File: config.mk
export PLATFORM = sky130hd
export DESIGN_NAME = board_input_conditioner_flat
export DESIGN_NICKNAME = d
export VERILOG_FILES = /design/src/rtl/board_io_pkg.sv /design/src/rtl/board_input_conditioner_if.sv /design/src/rtl/debounce_channel.sv /design/src/rtl/board_input_conditioner.sv /design/src/flat_wrapper.sv
export SDC_FILE = /design/constraint.sdc
export NUM_CORES = 1
export LEC_CHECK = 0
export BUFFER_PORTS_ARGS = -buffer_cell sky130_fd_sc_hd__buf_2
export CELL_PAD_IN_SITES_DETAIL_PLACEMENT = 1
export CELL_PAD_IN_SITES_GLOBAL_PLACEMENT = 2
export CORE_ASPECT_RATIO = 0.7
export CORE_MARGIN = 2
export CORE_UTILIZATION = 40
export CTS_BUF_LIST = sky130_fd_sc_hd__clkbuf_8
export DETAILED_ROUTE_END_ITERATION = 7
export PLACE_DENSITY_LB_ADDON = 0.25
export SYNTH_ARGS = -nofsm -noshare
export SYNTH_HDL_FRONTEND = slang
export SYNTH_SLANG_ARGS = --single-unit
File: constraint.sdc
create_clock -name clk_50MHz_i -period 4.1 [get_ports clk_50MHz_i]
set_clock_uncertainty 0.05 [all_clocks]
set_input_delay 0.615 -clock clk_50MHz_i [delete_from_list [all_inputs] [get_ports clk_50MHz_i]]
set_output_delay 0.615 -clock clk_50MHz_i [all_outputs]
set_load 0.005 [all_outputs]
File: src/rtl/board_io_pkg.sv
// Shared definitions for the board input conditioner.
//   ch_state_e  : per-channel debounce state (stable low/high, waiting for high/low).
//   clog2_width : ceil(log2(value)) with a floor of 1, for sizing counters from parameters.
package board_io_pkg;

  typedef enum logic [1:0] {
    StStableLo = 2'd0,
    StWaitHi   = 2'd1,
    StStableHi = 2'd2,
    StWaitLo   = 2'd3
  } ch_state_e;

  // Smallest w with 2**w >= value; never returns 0 so it can size a vector directly.
  function automatic int unsigned clog2_width(input int unsigned value);
    int unsigned w;
    w = 0;
    for (int i = 0; i < 32; i++) begin
      if ((64'd1 << i) < 64'(value)) begin
        w = i + 1;
      end
    end
    if (w == 0) begin
      w = 1;
    end
    return w;
  endfunction

endpackage

File: src/rtl/board_input_conditioner_if.sv
// Bundle of the conditioner's board-side and downstream-side signals.
//   raw_i   : unsynchronised, bouncing button/switch inputs
//   level_o : debounced level per channel
//   rise_o  : one-cycle pulse on an accepted 0->1 change
//   fall_o  : one-cycle pulse on an accepted 1->0 change
//   reset_o : conditioned active-high reset for downstream logic
// slave  : the conditioner's view (drives the outputs)
// master : the environment's view (drives raw_i)
interface board_input_conditioner_if #(
  parameter int unsigned NUM_CH = 4
) ();

  logic [NUM_CH-1:0] raw_i;
  logic [NUM_CH-1:0] level_o;
  logic [NUM_CH-1:0] rise_o;
  logic [NUM_CH-1:0] fall_o;
  logic              reset_o;

  modport master (
    output raw_i,
    input  level_o,
    input  rise_o,
    input  fall_o,
    input  reset_o
  );

  modport slave (
    input  raw_i,
    output level_o,
    output rise_o,
    output fall_o,
    output reset_o
  );

endinterface

File: src/rtl/debounce_channel.sv
// One debounced input channel: SYNC_STAGES-deep synchroniser, four-state debounce FSM with a
// saturating stability counter, and registered level/edge-pulse outputs.
//   clk_i   : clock
//   rst_i   : asynchronous active-high reset
//   raw_i   : raw (asynchronous, bouncing) input
//   level_o : accepted level
//   rise_o  : one-cycle pulse when a 0->1 change is accepted
//   fall_o  : one-cycle pulse when a 1->0 change is accepted
// Edge-to-level latency is SYNC_STAGES + DEBOUNCE_CYCLES cycles. SYNC_STAGES >= 2 and
// DEBOUNCE_CYCLES >= 2 are assumed.
module debounce_channel
  import board_io_pkg::*;
#(
  parameter int unsigned SYNC_STAGES     = 2,
  parameter int unsigned DEBOUNCE_CYCLES = 500000
) (
  input  logic clk_i,
  input  logic rst_i,
  input  logic raw_i,
  output logic level_o,
  output logic rise_o,
  output logic fall_o
);

  localparam int unsigned CntW = clog2_width(DEBOUNCE_CYCLES + 1);
  // The sample that moves the FSM into a WAIT state is the first of the DEBOUNCE_CYCLES
  // stable samples, so acceptance happens once the counter has seen DEBOUNCE_CYCLES-2 more.
  localparam logic [CntW-1:0] CntLast = CntW'(DEBOUNCE_CYCLES - 2);
  localparam logic [CntW-1:0] CntMax  = {CntW{1'b1}};

  logic [SYNC_STAGES-1:0] sync_d, sync_q;
  logic                   sync_in;

  ch_state_e       state_d, state_q;
  logic [CntW-1:0] cnt_d, cnt_q;
  logic            level_d, level_q;
  logic            rise_d, rise_q;
  logic            fall_d, fall_q;

  assign sync_d  = {sync_q[SYNC_STAGES-2:0], raw_i};
  assign sync_in = sync_q[SYNC_STAGES-1];

  always_comb begin
    state_d = state_q;
    cnt_d   = cnt_q;
    level_d = level_q;
    rise_d  = 1'b0;
    fall_d  = 1'b0;
    unique case (state_q)
      StStableLo: begin
        if (sync_in) begin
          state_d = StWaitHi;
          cnt_d   = '0;
        end
      end
      StWaitHi: begin
        if (!sync_in) begin
          // Bounce: drop back without touching the outputs.
          state_d = StStableLo;
          cnt_d   = '0;
        end else if (cnt_q >= CntLast) begin
          state_d = StStableHi;
          cnt_d   = '0;
          level_d = 1'b1;
          rise_d  = 1'b1;
        end else if (cnt_q != CntMax) begin
          cnt_d = cnt_q + 1'b1;
        end
      end
      StStableHi: begin
        if (!sync_in) begin
          state_d = StWaitLo;
          cnt_d   = '0;
        end
      end
      StWaitLo: begin
        if (sync_in) begin
          state_d = StStableHi;
          cnt_d   = '0;
        end else if (cnt_q >= CntLast) begin
          state_d = StStableLo;
          cnt_d   = '0;
          level_d = 1'b0;
          fall_d  = 1'b1;
        end else if (cnt_q != CntMax) begin
          cnt_d = cnt_q + 1'b1;
        end
      end
      default: begin
        state_d = StStableLo;
        cnt_d   = '0;
      end
    endcase
  end

  always_ff @(posedge clk_i or posedge rst_i) begin
    if (rst_i) begin
      sync_q  <= '0;
      state_q <= StStableLo;
      cnt_q   <= '0;
      level_q <= 1'b0;
      rise_q  <= 1'b0;
      fall_q  <= 1'b0;
    end else begin
      sync_q  <= sync_d;
      state_q <= state_d;
      cnt_q   <= cnt_d;
      level_q <= level_d;
      rise_q  <= rise_d;
      fall_q  <= fall_d;
    end
  end

  assign level_o = level_q;
  assign rise_o  = rise_q;
  assign fall_o  = fall_q;

endmodule

File: src/rtl/board_input_conditioner.sv
// Board input conditioner: NUM_CH independent debounced button/switch channels plus a
// conditioned system reset.
//   clk_50MHz_i : system clock (single domain)
//   reset_async : asynchronous active-high board reset
//   bus         : slave side of board_input_conditioner_if
//                 (raw_i in; level_o, rise_o, fall_o, reset_o out)
// reset_o asserts asynchronously with reset_async and deasserts synchronously RESET_HOLD + 2
// rising edges after reset_async falls (two-flop synchroniser, then hold counter). A new
// reset_async pulse at any point restarts the whole sequence. The channels are reset by
// reset_async directly, so they start debouncing as soon as the board reset releases.
module board_input_conditioner
  import board_io_pkg::*;
#(
  parameter int unsigned NUM_CH          = 4,
  parameter int unsigned SYNC_STAGES     = 2,
  parameter int unsigned DEBOUNCE_CYCLES = 500000,
  parameter int unsigned RESET_HOLD      = 16
) (
  input logic                      clk_50MHz_i,
  input logic                      reset_async,
  board_input_conditioner_if.slave bus
);

  localparam int unsigned HoldW = clog2_width(RESET_HOLD + 1);
  localparam logic [HoldW-1:0] HoldLast = HoldW'(RESET_HOLD - 1);

  // ---------------------------------------------------------------------------------------
  // Reset conditioning
  // ---------------------------------------------------------------------------------------
  logic [1:0]       rst_sync_d, rst_sync_q;
  logic [HoldW-1:0] hold_cnt_d, hold_cnt_q;
  logic             reset_d, reset_q;

  // Shift zeros in; the synchronised reset is the upper bit.
  assign rst_sync_d = {rst_sync_q[0], 1'b0};

  always_comb begin
    hold_cnt_d = hold_cnt_q;
    reset_d    = reset_q;
    if (rst_sync_q[1]) begin
      hold_cnt_d = '0;
      reset_d    = 1'b1;
    end else if (reset_q) begin
      if (hold_cnt_q >= HoldLast) begin
        reset_d = 1'b0;
      end else begin
        hold_cnt_d = hold_cnt_q + 1'b1;
      end
    end
  end

  always_ff @(posedge clk_50MHz_i or posedge reset_async) begin
    if (reset_async) begin
      rst_sync_q <= 2'b11;
      hold_cnt_q <= '0;
      reset_q    <= 1'b1;
    end else begin
      rst_sync_q <= rst_sync_d;
      hold_cnt_q <= hold_cnt_d;
      reset_q    <= reset_d;
    end
  end

  assign bus.reset_o = reset_q;

  // ---------------------------------------------------------------------------------------
  // Debounce channels
  // ---------------------------------------------------------------------------------------
  logic [NUM_CH-1:0] level_w;
  logic [NUM_CH-1:0] rise_w;
  logic [NUM_CH-1:0] fall_w;

  for (genvar g = 0; g < NUM_CH; g++) begin : g_ch
    debounce_channel #(
      .SYNC_STAGES    (SYNC_STAGES),
      .DEBOUNCE_CYCLES(DEBOUNCE_CYCLES)
    ) u_ch (
      .clk_i  (clk_50MHz_i),
      .rst_i  (reset_async),
      .raw_i  (bus.raw_i[g]),
      .level_o(level_w[g]),
      .rise_o (rise_w[g]),
      .fall_o (fall_w[g])
    );
  end

  assign bus.level_o = level_w;
  assign bus.rise_o  = rise_w;
  assign bus.fall_o  = fall_w;

endmodule

File: src/flat_wrapper.sv
// flat-port wrapper written by rule: the top's interface ports become plain ports
module board_input_conditioner_flat import board_io_pkg::*;
#(
  parameter int unsigned NUM_CH          = 4,
  parameter int unsigned SYNC_STAGES     = 2,
  parameter int unsigned DEBOUNCE_CYCLES = 500000,
  parameter int unsigned RESET_HOLD      = 16
)
  (clk_50MHz_i, reset_async, bus_raw_i, bus_level_o, bus_rise_o, bus_fall_o, bus_reset_o);
  board_input_conditioner_if #(.NUM_CH(NUM_CH)) bus_i ();
  input logic clk_50MHz_i;
  input logic reset_async;
  input wire logic [$bits(bus_i.raw_i)-1:0] bus_raw_i;
  output wire logic [$bits(bus_i.level_o)-1:0] bus_level_o;
  output wire logic [$bits(bus_i.rise_o)-1:0] bus_rise_o;
  output wire logic [$bits(bus_i.fall_o)-1:0] bus_fall_o;
  output wire logic [$bits(bus_i.reset_o)-1:0] bus_reset_o;
  assign bus_i.raw_i = bus_raw_i;
  assign bus_level_o = bus_i.level_o;
  assign bus_rise_o = bus_i.rise_o;
  assign bus_fall_o = bus_i.fall_o;
  assign bus_reset_o = bus_i.reset_o;
  board_input_conditioner #(.NUM_CH(NUM_CH), .SYNC_STAGES(SYNC_STAGES), .DEBOUNCE_CYCLES(DEBOUNCE_CYCLES), .RESET_HOLD(RESET_HOLD)) u_core (.clk_50MHz_i(clk_50MHz_i), .reset_async(reset_async), .bus(bus_i));
endmodule
; After elaboration in Yosys (flattened, before gate mapping)
; Index checks and enable logic that the tools add are counted.
[totals]
reg_bits = 112
inputBits = 6
out_inout_bits = 13
wordCells = 210
[classes]
n_addsub = 5
magnitude_cmp = 5
n_eq_ne = 49
mux = 102
reduce_logical = 22
[op_table]
columns = op, count
row1 = 19-bit 2-to-1 mux, 24
row2 = 19-bit case mux with 4 select lines, 4
row3 = "19-bit by 1-bit adder with 19-bit output, second input constant", 4
row4 = "19-bit greater-or-equal comparator, second input constant", 4
row5 = "19-bit != test, second input constant", 4
row6 = 2-bit 2-to-1 mux, 24
row7 = "2-bit != test, second input constant", 24
row8 = 1-bit 2-to-1 mux, 39
row9 = 2-bit case mux with 4 select lines, 4
row10 = "3-bit != test, second input constant", 8
row11 = 5-bit AND reduction, 4
row12 = "2-bit equality test, second input constant", 8
row13 = 4-bit AND reduction, 4
row14 = 5-bit 2-to-1 mux, 3
row15 = 2-bit AND reduction, 5
row16 = 2-bit nonzero test, 5
row17 = "2-bit by 1-bit equality test with 1-bit output, second input constant", 4
row18 = 2-bit logical NOT, 4
row19 = 1-bit case mux with 2 select lines, 4
row20 = "5-bit by 1-bit adder with 5-bit output, second input constant", 1
row21 = "5-bit by 4-bit greater-or-equal comparator with 1-bit output, second input constant", 1
row22 = "2-bit by 1-bit != test with 1-bit output, second input constant", 1

; Logic depth before layout (Yosys ltp)
[logic_depth]
depth_word = 5
depth_mapped = 10
mapped_depth_nobuf = 8

; Cells and area by module
; From an unflattened synthesis, not the netlist that was laid out.
[hier_totals]
hier_cells = 654
hier_area_um2 = 6058.3
[by_module_without_submodules]
columns = mod, instances, cells_per_inst, area_each_um2
row1 = debounce_channel (u_core.g_ch[0].u_ch ...), 3, 153, 1415.1
row2 = debounce_channel (u_core.g_ch[3].u_ch), 1, 163, 1440.1
row3 = board_input_conditioner, 1, 32, 372.9

; Least setup slack after synthesis
; Ideal clock, no wire load.
[synth_timing]
path_type = reg2reg
start = register u_core.g_ch[3].u_ch.cnt_q[10]
end = register u_core.g_ch[3].u_ch.cnt_q[7]
setup_time_ns = 0.138
arrival_time_ns = 2.076
t_required_ns = 3.912
setup_slack_ns = 1.836
path_stages_with_launch = 8
n_path_buf = 1
period_less_slack_ns = 2.264
cell_sequence = dfrtp_1 or4_4 or4_4 o311ai_2 a21oi_2 buf_6 a41oi_1 a31oi_1
[synth_via]
elab_chain_len = 5
elab_cells_between_ends = 7
[synth_lines]
columns = item, line
row1 = from (decl), debounce_channel.sv:35  ; logic [CntW-1:0] cnt_d, cnt_q;
row2 = from (signal assigned), debounce_channel.sv:107  ; cnt_q <= cnt_d;
row3 = branches (longest 2 deep; another with 19-bit greater-or-equal comparator), -
row4 = 19-bit 2-to-1 mux (*), debounce_channel.sv:61  ; end else if (cnt_q >= CntLast) begin
row5 = "19-bit 2-to-1 mux, on equally long branches", "debounce_channel.sv:77, debounce_channel.sv:57"
row6 = 19-bit case mux with 4 select lines (*), debounce_channel.sv:49  ; unique case (state_q)
; Mark *: on every way between the ends.
; A chain may end at the register's enable or synchronous reset.

; Worst setup path after layout
[layout_timing]
start = register u_core.g_ch[2].u_ch.cnt_q[10]
end = register u_core.g_ch[2].u_ch.cnt_q[15]
[layout_via]
elab_chain_len = 5
elab_cells_between_ends = 8
[layout_lines]
columns = item, line
row1 = from (decl), debounce_channel.sv:35
row2 = from (signal assigned), debounce_channel.sv:107
row3 = 19-bit by 1-bit adder with 19-bit output or 19-bit != test (tied branches), -
row4 = 19-bit 2-to-1 mux, "debounce_channel.sv:66, debounce_channel.sv:85"
row5 = 19-bit 2-to-1 mux (*), debounce_channel.sv:61
row6 = "19-bit 2-to-1 mux, on equally long branches", "debounce_channel.sv:77, debounce_channel.sv:57"
row7 = 19-bit case mux with 4 select lines (*), debounce_channel.sv:49
; Every way passes the cells marked *; elsewhere a longest branch is shown, timed or not.

==> flow_summary.toml <==
[outcome]
status = "finished clean"

[finish]
seqCellArea_mm2 = 0.00281
syn_to_final_growth_pct = 6.41
n_antenna_cell = 0
multi_input_area_mm2 = 0.00291
final_nets = 666
fin_util_pct = 43.4
drive_gt1_share_pct = 10.4
fillers = 1725

[place]
gp_congestion = 0.788
hpwlAfterDp_mm = 10.3
port-buffer-count = 18
pre_cts_ws_ns = 1.15

[logic_synthesis]
synth_area_leaders = "dfrtp_1 46%, nand2_1 4.7%, a21oi_1 4.4%, nand3_1 4.3%, a31oi_1 3.1%"
postSynthAreaPerCell_um2 = 9.16
synth_nets = 670
synth_top_area_share_pct = 45.5
synth-seq-cells = 112
yosysSeqAreaShare_pct = 46.8
synth_largest_area_cell = "dfrtp_1"
synth_flop_cell = "dfrtp_1"
synthesis.area_mm2 = 0.00599
synthCells = 654
synth_edf_count = 0
synthArstFlopShare_pct = 100
synth_cell_type_count = 66
synth_warnings = 0

[critical_path]
r2r_start = "u_core.g_ch[2].u_ch.cnt_q[10]"
crit_chain = "or4_1, a211oi_2, nor3_1, nor3_2, buf_4, a21oi_1, a31oi_1"
cp_slowest_cell = "nor3_2"
crit_fanout = 20
crit_path_start_kind = "register"
end_kind = "register"
critPathKind = "reg2reg"
max_stage_delay_ns = 0.80
crit_buf_inv = 1
crit_start = "u_core.g_ch[2].u_ch.cnt_q[10]"
critical_path_arrival_ns = 3.24
crit_family = "simple AND/OR/NAND/NOR gates"
cp.required_ns = 4.37

[timing]
fin_setup_tns_ns = 0
finalHoldViolations = 0
maxSlewHeadroom_pct = 23.8
fmax_ghz = 0.337
layout_setup_ws_ns = 1.13
tightestPinTransition_ns = 1.14
period_share_pct = 72.5
setup_viol_count_final = 0
final_max_slew_viol_count = 0
grt_setup_unrepaired = "false"
fin_crit_ns = 2.97

[routing]
wl_per_cell_um = 17.2
routed_wirelength_mm = 14.6
ant_nets = 0
vias = 5041
avgViaCountPerCell = 5.93
route.detailed.drc = 0
first_pass_iters = 4
drtIter0Drc = 259

[cts]
cts_setup_buffers = 0
cts_tree = "done"
path_clk_slew_ns = 0.11
ctsResizeCount = 0
cts.path.max_buffers = 2
clock-sinks = 112
htreeDepth = 3
cts_buffers = 9
root_buffer = "clkbuf_8"
clk_latency_ns = 0.39
ctsHoldBuffers = 0

[power_and_ir_drop]
peakVddDrop_uv = 354
p_leak_nw = 2.70
p_per_area_mw_per_mm2 = 395

[grt]
grt_antenna_before_repair = 0
grtUsageTotal_pct = 19.8
grt_pass1_vias = 5188
grt_overflow = 0
grt_max_degree = 68
grt_pass1_wl_mm = 25.6

[die]
die-area_mm2 = 0.0160
die_h_um = 106
rows = 37
core-area_mm2 = 0.0147
initial_core_util_pct = 40.8
pin_count = 19
die_w_um = 150

[worst_hold_path]
hp-class = "in2reg"
worstHoldStart = "bus_raw_i[2]"

[flow_run]
cap_violations = 0
-- through the flow --
stage          area, um2  hold slack [ns]  instances  total power [mW]
2_1_floorplan       5990            0.281        654              1.64
3_3_place_gp        6150            0.285        834              1.76
3_5_place_dp        6150            0.297        834              1.79
4_1_cts             6370            0.247        850              2.56
5_1_grt             6370            0.240        850              2.69
6_report            6370            0.265        850              2.52
-- synthesized netlist by cell type, drive strengths merged (5+ instances only) --
library cell / n
a41oi: 8
and4: 9
a21o: 6
dfrtp: 109
inv: 12
nand2b: 6
clkbuf: 13
a21boi: 5
nand4: 16
or4: 8
nor2: 46
o311ai: 7
nand2: 76
nor3: 19
nand3: 51
o21ai: 37
o211ai: 5
a21oi: 55
xor2: 5
ha: 10
nor4: 6
and3: 16
nor3b: 7
and2: 11
buf: 27
a31oi: 30
-- cells in the final DEF, fill, tap and decap left out, types with 3 or more instances in the layout --
cell / instances
nor2_1: 46
dfrtp_1: 109
o311ai_0: 5
clkinvlp_4: 3
buf_4: 7
a21oi_1: 53
o311a_1: 3
and2_1: 11
or3_1: 3
inv_1: 11
ha_1: 10
clkbuf_8: 10
xor2_1: 5
a21boi_0: 5
nor3_1: 16
and4_1: 9
nor4_1: 4
nand2b_1: 6
nand2_1: 75
nand3_1: 51
a41oi_1: 7
o21ai_0: 37
mux2i_1: 4
or4_1: 6
or2_2: 4
nand4_1: 16
nor3_2: 3
a31oi_1: 30
and3_1: 16
xnor2_1: 3
buf_2: 18
nor2b_1: 4
a21o_1: 6
nor3b_1: 7
o211ai_1: 5
dfstp_2: 3
-- kinds of logic after synthesis --
family                     Yosys count  synth area share [%]
xor gates and xnor gates             8                  1.17
and+or+nand+nor                    285                  24.6
DFF                                112                  46.8
adders and majority gates           10                  2.09
muxes                                6                  1.04
other                                1                0.0626
buffers and inverters               52                  4.66
AOI/OAI and AO/OA                  180                  19.5
-- metal layers --
metal / up-vias / routed length (um) / GRT usage (%)
li1: 2416 / - / -
met5: - / 0 / 0
met3: 13 / 365 / 4.29
met1: 2565 / 7520 / 28.5
met2: 47 / 6600 / 30.4
met4: 0 / 155 / 5.05
-- registers in the layout (all words and copies together), names as in the netlist, named ones only --
name	cells
u_core.g_ch.u_ch.rise_o	4
u_core.hold_cnt_q	5
u_core.g_ch.u_ch.cnt_q	76
u_core.g_ch.u_ch.level_o	4
u_core.g_ch.u_ch.fall_o	4
u_core.bus.reset_o	1
u_core.rst_sync_q	2
u_core.g_ch.u_ch.sync_q	8
u_core.g_ch.u_ch.state_q	4
-- layout make-up --
type,instances,share of cell area (%)
clock buffers,10,2.16
clock inverters,6,1.43
inverters,12,0.746
multi-input cells,490,45.6
flip-flops and latches,112,44.0
well taps,195,3.83
repair buffers,25,2.24
-- worst register-to-register path: cells and delay by family, from the launching register on --
kind	cells	cell delay (ns)
compound gates	3	0.50
flops	1	0.44
simple gates	3	1.53
buf+inv	1	0.38
-- worst paths after layout --
check	endpoint	slack (ns)	depth (start not counted)
setup / recovery	u_core.g_ch[2].u_ch.cnt_q[15]	1.13	7
hold / removal	u_core.g_ch[2].u_ch.sync_q[0]	0.27	1
setup reg to reg	u_core.g_ch[2].u_ch.cnt_q[15]	1.13	7
hold reg to reg	u_core.g_ch[3].u_ch.sync_q[1]	0.32	0
max in group asynchronous	u_core.rst_sync_q[1]	2.77	3
min in group asynchronous	u_core.g_ch[0].u_ch.cnt_q[0]	0.34	2
-- power breakdown --
part           total [mW]  internal (mW)  switching (mW)  leakage [nW]
combinational       0.500          0.153           0.347          1.08
sequential           1.26           1.17          0.0915          1.52
clock               0.759          0.363           0.397         0.105
total                2.52           1.69           0.835          2.70
(Power assumes the default switching activity.)
